--- config.mk ---
export PLATFORM = sky130hd
export DESIGN_NAME = rnd_lfsr_feeder
export DESIGN_NICKNAME = d
export VERILOG_FILES = /design/src/rtl/rnd_lfsr_feeder.sv
export SDC_FILE = /design/constraint.sdc
export NUM_CORES = 1
export LEC_CHECK = 0
export BUFFER_PORTS_ARGS = -buffer_cell sky130_fd_sc_hd__buf_2
export CAP_MARGIN = 20
export CORE_MARGIN = 1.5
export CORE_UTILIZATION = 34
export CTS_CLUSTER_SIZE = 12
export DETAILED_ROUTE_END_ITERATION = 7
export SETUP_SLACK_MARGIN = 0.1
export SLEW_MARGIN = 20
export SYNTH_ARGS = -nofsm -noshare
export SYNTH_HDL_FRONTEND = slang
export SYNTH_SLANG_ARGS = --single-unit
--- constraint.sdc ---
create_clock -name clk -period 2.06 [get_ports clk]
set_input_delay 0.618 -clock clk [delete_from_list [all_inputs] [get_ports clk]]
set_output_delay 0.618 -clock clk [all_outputs]
set_load 0.02 [all_outputs]
--- src/rtl/rnd_lfsr_feeder.sv ---
// Randomness feeder for masked gadgets: seeded 64-bit LFSR, RND_W steps per delivered word.
// Optional RND_FEEDER_CNT_EN adds a saturating 32-bit handshake counter on port rnd_cnt.
module rnd_lfsr_feeder #(
  parameter int d        = 2,
  parameter int RND_W    = d * (d - 1),
  parameter int WARM_CYC = 16
) (
  input  logic             clk,
  input  logic             rst_n,
  input  logic [63:0]      seed,
  input  logic             seed_valid,
  output logic             seed_ready,
  output logic [RND_W-1:0] rnd_out,
  output logic             rnd_valid,
  input  logic             rnd_ready
`ifdef RND_FEEDER_CNT_EN
  ,
  output logic [31:0]      rnd_cnt
`endif
);

  typedef enum logic [1:0] {
    ST_IDLE   = 2'd0,
    ST_WARMUP = 2'd1,
    ST_RUN    = 2'd2
  } state_t;

  state_t      state_r;
  state_t      state_nxt_s;
  logic [63:0] s_r;
  logic [63:0] s_nxt_s;
  logic [7:0]  warm_cnt_r;
  logic [7:0]  warm_cnt_nxt_s;
  logic        seed_ready_r;
  logic        seed_ready_nxt_s;
  logic        rnd_valid_r;
  logic        rnd_valid_nxt_s;
  logic        seed_acc_s;

  // RND_W single steps of x^64+x^63+x^61+x^60+1, unrolled into one cycle
  function automatic logic [63:0] lfsr_adv(input logic [63:0] s_in);
    logic [63:0] s_v;
    s_v = s_in;
    for (int i = 0; i < RND_W; i++) begin
      s_v = {s_v[62:0], s_v[63] ^ s_v[62] ^ s_v[60] ^ s_v[59]};
    end
    return s_v;
  endfunction

  assign seed_acc_s = seed_valid & seed_ready_r;

  // FSM state register
  always_ff @(posedge clk) begin
    if (!rst_n) begin
      state_r <= ST_IDLE;
    end else begin
      state_r <= state_nxt_s;
    end
  end

  // FSM next-state logic; a seed in RUN wins over a consume
  always_comb begin
    state_nxt_s = state_r;
    case (state_r)
      ST_IDLE: begin
        if (seed_acc_s) begin
          state_nxt_s = ST_WARMUP;
        end else begin
          state_nxt_s = ST_IDLE;
        end
      end
      ST_WARMUP: begin
        if (warm_cnt_r <= 8'd1) begin
          state_nxt_s = ST_RUN;
        end else begin
          state_nxt_s = ST_WARMUP;
        end
      end
      ST_RUN: begin
        if (seed_acc_s) begin
          state_nxt_s = ST_WARMUP;
        end else begin
          state_nxt_s = ST_RUN;
        end
      end
      default: state_nxt_s = ST_IDLE;
    endcase
  end

  // FSM outputs, computed from the next state so they can be registered
  always_comb begin
    seed_ready_nxt_s = 1'b0;
    rnd_valid_nxt_s  = 1'b0;
    case (state_nxt_s)
      ST_IDLE: begin
        seed_ready_nxt_s = 1'b1;
        rnd_valid_nxt_s  = 1'b0;
      end
      ST_WARMUP: begin
        seed_ready_nxt_s = 1'b0;
        rnd_valid_nxt_s  = 1'b0;
      end
      ST_RUN: begin
        seed_ready_nxt_s = 1'b1;
        rnd_valid_nxt_s  = 1'b1;
      end
      default: begin
        seed_ready_nxt_s = 1'b0;
        rnd_valid_nxt_s  = 1'b0;
      end
    endcase
  end

  // LFSR state and warm-up counter; an all-zero seed would lock the LFSR, so it loads as 1
  always_comb begin
    s_nxt_s        = s_r;
    warm_cnt_nxt_s = warm_cnt_r;
    if (seed_acc_s) begin
      s_nxt_s        = (seed == 64'd0) ? 64'd1 : seed;
      warm_cnt_nxt_s = 8'(WARM_CYC);
    end else if (state_r == ST_WARMUP) begin
      s_nxt_s        = lfsr_adv(s_r);
      warm_cnt_nxt_s = warm_cnt_r - 8'd1;
    end else if ((state_r == ST_RUN) && rnd_ready) begin
      s_nxt_s        = lfsr_adv(s_r);
      warm_cnt_nxt_s = warm_cnt_r;
    end else begin
      s_nxt_s        = s_r;
      warm_cnt_nxt_s = warm_cnt_r;
    end
  end

  // Datapath and registered handshake outputs
  always_ff @(posedge clk) begin
    if (!rst_n) begin
      s_r          <= 64'd0;
      warm_cnt_r   <= 8'd0;
      seed_ready_r <= 1'b0;
      rnd_valid_r  <= 1'b0;
    end else begin
      s_r          <= s_nxt_s;
      warm_cnt_r   <= warm_cnt_nxt_s;
      seed_ready_r <= seed_ready_nxt_s;
      rnd_valid_r  <= rnd_valid_nxt_s;
    end
  end

  assign seed_ready = seed_ready_r;
  assign rnd_valid  = rnd_valid_r;
  assign rnd_out    = s_r[RND_W-1:0];

`ifdef RND_FEEDER_CNT_EN
  logic [31:0] rnd_cnt_r;

  // Completed handshakes, saturating; survives reseeding
  always_ff @(posedge clk) begin
    if (!rst_n) begin
      rnd_cnt_r <= 32'd0;
    end else if (rnd_valid_r && rnd_ready && (rnd_cnt_r != 32'hFFFF_FFFF)) begin
      rnd_cnt_r <= rnd_cnt_r + 32'd1;
    end else begin
      rnd_cnt_r <= rnd_cnt_r;
    end
  end

  assign rnd_cnt = rnd_cnt_r;
`endif

endmodule

Word level (Yosys, flattened, before mapping)
Index checks and enable logic that the tools add are counted.
Widths: inputs -> output; s select.

storage, ports and cells
  register bits after elaboration = 76

cells by class
  $add $sub $neg = 1
  $lt $le $gt $ge = 1
  eq/ne operators = 3
  muxes and demuxes = 12
  bitwise logic cells = 8
  reductions and logical operators = 8

operator list
  kind                 count
  $mux 64              4
  $logic_not 64->1     1
  $mux 5               2
  $le 8x1->1 const B   1
  $sub 8x1->8 const B  1
  $pmux 2 s3           1
  $xor 1x1->1          6
  $eq 2x2->1 const B   2
  $logic_not 2->1      2
  $mux 2               2
  $reduce_or 2->1      2
  $mux 1               3
  $reduce_bool 3->1    1
  $eq 2x1->1 const B   1
  $reduce_bool 2->1    1
  $and 1x1->1          1
  $logic_and 1x1->1    1
  $not 1->1            1

Depth between registers and ports, before layout
Gate-level depths: netlist (run 1).

  depth after elaboration = 6
  gate-level depth with buffers = 7

Worst setup path before layout (run 1)
OpenSTA, ideal clock, no wires.

  kind = input port to flip-flop
  from = input rst_n
  to = register s_r[10]
  data arrival time = 1.628 ns
  path slack = 0.285 ns
  stages = 5
  cells stage by stage = clkbuf_1 -> inv_2 -> clkbuf_1 -> clkbuf_1 -> a311oi_2

RTL lines
  item                  line  source
  from (decl)           9     input logic rst_n,
  to (signal assigned)  141   s_r <= s_nxt_s;
  to (decl)             30    logic [63:0] s_r;

No word-level cell between the ends.

Worst setup path after layout (run 1)
  from = input seed[47]
  to = register s_r[0]

between the ends
  word-level cells in the longest chain between the ends = 3

ends and longest elaborated chain
  item              line  source
  from (decl)       10    input logic [63:0] seed,
  $logic_not 64->1  119   s_nxt_s = (seed == 64'd0) ? 64'd1 : seed;
  $mux 64           119
  $mux 64           118   if (seed_acc_s) begin

Every way passes these cells.
A chain may end at the register's enable or synchronous reset.

==> metrics.txt, run 1 <==
I/O Buffers=between 70 and 80; period utilization=0.924; Worst-Margin Slew=0.495 ns; Syn Area/Cell=a little under 9 µm²; startpoint types=input pin; utilization after layout=0.434; final instance area=0.00478 mm²; die height=around 110 µm; min Tclk post-route=approximately 1.9 ns; wire length of the first global-routing pass=approximately 16 mm; dpl cell area=0.00446 mm²; final setup fails=0; number of enable flip-flop cells after synthesis=0; die width=between 100 and 150 µm; share of layout cells above drive strength 1=0.334; synth warn=0; Wirelength per Cell=14.7 µm; Crit-path slowest cell=or4_1; Initial Utilization=0.354; synth-to-layout area growth=22.6%; vias in the first global route=3275; Tot Pwr=4.61 mW; pwr dens=964 mW/mm²; die area=roughly 0.012 mm²; io pins=72; H-tree depth=3; critical path cell sequence=buf_2 > nor4_1 > buf_4 > nand4_1 > or4_1 > o221ai_1; CTS resizes=0; largest net degree at the start of global routing=65; max_cap viols=0; Top delay family on crit path=simple AND/OR/NAND/NOR gates; Site Rows=38; Peak VDD IR=0.000413 V; syn nets=517; Worst setup EP type=flip-flop; CTS Sinks=76; Worst EP arrival=between 2 and 2.5 ns; hold wc startpoint=s_r[23]; via/cell ratio=around 5.2; worst relative slew slack=0.667; Multi-input gate area=roughly 0.0021 mm²; CP max FO=2; NumNets Final=583; routed vias=between 3000 and 4000; Crit path largest cell delay=approximately 0.50 ns; Post-CTS Hold Buffers=0; RSZ-0062 raised after global routing=false; flop2flop setup slack=around 0.46 ns; final hold violation count=0; Antenna Nets Post-Route=0; TritonCTS clock tree=yes; clock root cell=clkbuf_16; register area=roughly 0.0015 mm²; ys flop type=dfxtp_1; critical path class=in2reg; Mapped Cells=447; Max Freq=0.525 GHz; R2R Path Start=state_r[0]; status=completed; Pleak=approximately 1.7 nW; total gr overflow=0; CP Buf/Inv Count=2; HP Class=reg2reg; DPL Wire Length=6.98 mm; total track usage=0.166; Max Clock Skew=between 0.009 and 0.01 ns; sequential element share of the synthesized area=0.390; clock buffer depth=2; crit path from=seed[47]; Num CTS Buffers=9; Fillers=~1100; RePlAce Congestion=around 0.81; Cell Area, Synth=a little under 0.004 mm²; clock-pin slew on the worst setup and hold paths=approximately 0.060 ns; asr flop ratio synth=0; Core Area=roughly 0.011 mm²; Worst-Skew Late Latency=about 0.34 ns; worst path required time=between 2 and 2.5 ns; Initial DRC Count=140; 1st-pass router iterations=5; Slew Viols, Final=0; Netlist cell types=34; DRC viols=0; antenna violations before repair=1; number of synthesized register bits=76; Routed Wire Length=9.71 mm; setup repair bufs after CTS=0
[layout by cell type (no fill, tap or decap), types with 4 or more instances in the layout]
master / synthesis / final
a311oi_1: 5 / 5
a311oi_2: 57 / 57
buf_12: 0 / 7
buf_2: 2 / 71
buf_4: 8 / 16
clkbuf_16: 0 / 9
dfxtp_1: 76 / 76
nand2_1: 133 / 132
nand4_1: 5 / 5
nor2_1: 76 / 76
nor4_1: 16 / 16
xnor2_1: 4 / 4
xor2_1: 7 / 7
[metal layers]
| metal | vias to the layer above | routed length (µm) | GRT usage |
|---|---|---|---|
| met5 | - | 0 | 0 |
| met4 | 0 | 76 | 0.0385 |
| met3 | 9 | 477 | 0.0412 |
| met2 | 68 | 4620 | 0.274 |
| met1 | 1656 | 4540 | 0.218 |
| li1 | 1710 | - | - |
[synthesized netlist by cell type, drive strengths merged (2+ instances only)]
cell	n	area, µm²
ha	2	25.0
nand3	2	10.0
a311oi	62	900
nand4	5	31.3
xnor2	4	35.0
and2	2	12.5
a21oi	2	10.0
xor2	7	61.3
nor2b	2	12.5
nand2	133	499
dfxtp	76	1520
o22ai	2	12.5
or4	2	18.8
nor2	76	285
o211ai	2	15.0
clkbuf	21	78.8
buf	18	160
inv	3	11.3
nor4	17	121
[path summary, 6_finish.rpt]
check                 end  cells after the start
hold reg to reg   s_r[25]                      2
setup / recovery   s_r[0]                      6
setup reg to reg  s_r[22]                      5
hold / removal    s_r[25]                      2
[state kept, by name (all words and copies together), names as in the netlist]
register / flops
state_r: 2
rnd_valid: 1
warm_cnt_r: 8
s_r: 64
seed_ready: 1
[power breakdown]
| group | switching, mW | internal [mW] |
|---|---|---|
| clock network | 0.644 | 1.07 |
| logic | 0.628 | 0.465 |
| registers | 0.129 | 1.68 |
[tightest hold or removal path, delay by kind of cell, from the launching register on]
family	cells	cell delay, ns
and+or+nand+nor	1	0.05
AOI/OAI and AO/OA	1	0.08
DFF	1	0.31
[kinds of logic (layout without fill, tap and decap cells)]
family          after synthesis  in the layout  synth area share
flops                        76             76             0.390
xor+xnor                     11             11            0.0247
compound gates               73             73             0.253
other cells                   0              1                 0
mux                           1              1           0.00257
fa+ha+maj                     2              2           0.00641
simple gates                242            242             0.259
buf+inv                      42            113            0.0641
[stage by stage]
stage	hold slack (ns)	setup TNS (ns)	std cells	setup WS, ns
2_1_floorplan	0.459	0	447	0.285
3_3_place_gp	0.466	-0.150	642	-0.150
3_5_place_dp	0.480	-0.152	642	-0.152
4_1_cts	0.487	0	658	0.198
5_1_grt	0.507	0	658	0.124
6_report	0.486	0	659	0.156
[area by class of cell]
class / count / area share
antenna: 1 / 0.000523
clock buffer: 9 / 0.0471
clock inverter: 7 / 0.0204
inverter: 3 / 0.00235
multi-input combinational: 329 / 0.446
sequential: 76 / 0.318
tap: 140 / 0.0366
timing repair buffer: 94 / 0.129
Power figures use the tool's default switching activity.
==> run 2: changes to the inputs <==
--- a/config.mk
+++ b/config.mk
@@ -9,6 +9,7 @@
 export CAP_MARGIN = 20
 export CORE_MARGIN = 1.5
 export CORE_UTILIZATION = 34
+export CTS_BUF_LIST = sky130_fd_sc_hd__clkbuf_2
 export CTS_CLUSTER_SIZE = 12
 export DETAILED_ROUTE_END_ITERATION = 7
 export SETUP_SLACK_MARGIN = 0.1
==> metrics.txt, run 2 (synthesis gave the netlist of run 1 again) <==
status=completed; pwr dens=about 840 mW/mm²; Final Non-Filler Cells=around 660; Routed Wire Length=slightly below 10 mm; synth-to-layout area growth=18.0%; io pins=just over 70; die area=around 0.012 mm²; Initial Utilization=0.354; worst path required time=~1.4 ns; 1st-pass router iterations=4; post-route setup slack=0.304 ns; CTS Sinks=76; Critical R2R Capture=s_r[22]; final hold violation count=0; hold wc startpoint=seed[21]; die height=110 µm; flop2flop setup slack=roughly 0.44 ns; DRC viols=0; R2R Path Start=state_r[0]; clock root cell=clkbuf_2; Worst setup EP type=primary output; Worst-Skew Late Latency=about 0.52 ns; Core Area=0.0110 mm²; Antenna Nets Post-Route=0; Crit-path slowest cell=dfxtp_1; Crit path largest cell delay=around 0.43 ns; DPL Wire Length=6.98 mm; total track usage=0.164; wire length of the first global-routing pass=between 15 and 20 mm; routed vias=3423; Peak VDD IR=0.000393 V; clock-pin slew on the worst setup and hold paths=0.23 ns; critical path class=reg2out; RePlAce Congestion=around 0.8; Top delay family on crit path=flip-flops; commonest non-fill, non-tap cell in the layout=nand2_1; Wirelength per Cell=~15 µm; number of flip-flops in the largest register=64; CP Buf/Inv Count=1; dpl cell area=around 0.0045 mm²; via/cell ratio=slightly above 5; Slew Viols, Final=0; final setup fails=0; die width=roughly 110 µm; commonest cells after routing, fill and taps aside=132 x nand2_1, 76 x nor2_1, 76 x dfxtp_1, 71 x buf_2, 57 x a311oi_2; final instance area=0.00460 mm²; largest net degree at the start of global routing=between 60 and 70; HP Class=in2reg; antenna violations before repair=1; WHS Endpoint=s_r[21]; startpoint types=flip-flop; biggest regs=s_r (64), warm_cnt_r (8), state_r (2); Initial DRC Count=172; TritonCTS clock tree=yes; CTS resizes=0; worst relative slew slack=0.657; Worst-Margin Slew=approximately 0.51 ns; CP max FO=3; dpl cells=642; NumNets Final=~580; Worst EP arrival=between 1 and 1.5 ns; total gr overflow=0; Pleak=1.64 nW; Max Freq=around 0.57 GHz; H-tree depth=3; RSZ-0062 raised after global routing=false; vias in the first global route=3231; setup repair bufs after CTS=0; Site Rows=38; max_cap viols=0; DP Worst Slack=-0.152 ns; share of layout cells above drive strength 1=0.334; critical path cell sequence=buf_2; period utilization=0.852; min Tclk post-route=1.76 ns; hold depth=3; Max Clock Skew=around 0.037 ns; Top reg by flops=s_r; Num CTS Buffers=9; FF-to-FF path depth=5; Fin Setup TNS=0 ns; Post-CTS Hold Buffers=0; I/O Buffers=71; clock buffer depth=2
## run 2: worst max-delay path by stage
| stage | slack, ns | endpoint | cells after the start | from |
|---|---|---|---|---|
| after CTS | 0.26 | rnd_out[1] | 1 | s_r[1] |
| after global routing | 0.22 | rnd_out[1] | 1 | s_r[1] |
| final | 0.30 | rnd_out[1] | 1 | s_r[1] |
| after detailed placement | -0.15 | s_r[0] | 6 | seed[47] |
| after global placement | -0.15 | s_r[0] | 6 | seed[40] |
| after floorplan | 0.29 | s_r[10] | 5 | rst_n |
## run 2: area by class of cell
class / count / area [µm²]
inverter: 3 / 11.3
antenna: 1 / 2.50
clock buffer: 9 / 45.0
multi-input combinational: 329 / 2130
timing repair buffer: 94 / 616
tap: 140 / 175
clock inverter: 7 / 97.6
sequential: 76 / 1520
fill: 1127 / 6430
## run 2: through the flow
step | utilization | hold slack (ns) | power (mW)
final | 0.417 | 0.343 | 3.87
after global routing | 0.417 | 0.283 | 4.10
after CTS | 0.417 | 0.305 | 3.90
after detailed placement | 0.404 | 0.480 | 2.93
after global placement | 0.404 | 0.466 | 2.90
after floorplan | - | 0.459 | 2.69
## run 2: report_power, final
| group | switching [mW] | internal, mW | leakage, nW |
|---|---|---|---|
| Combinational | 0.627 | 0.465 | 0.933 |
| Sequential | 0.128 | 1.68 | 0.626 |
| Clock | 0.568 | 0.407 | 0.0789 |
## run 2: metal layers
metal  vias to the layer above  track usage  share of wire
met5                         -            0              0
met4                         0       0.0302         0.0061
met3                         7       0.0447          0.049
met2                        73        0.268           0.47
met1                      1638        0.218           0.47
li1                       1705            -              -
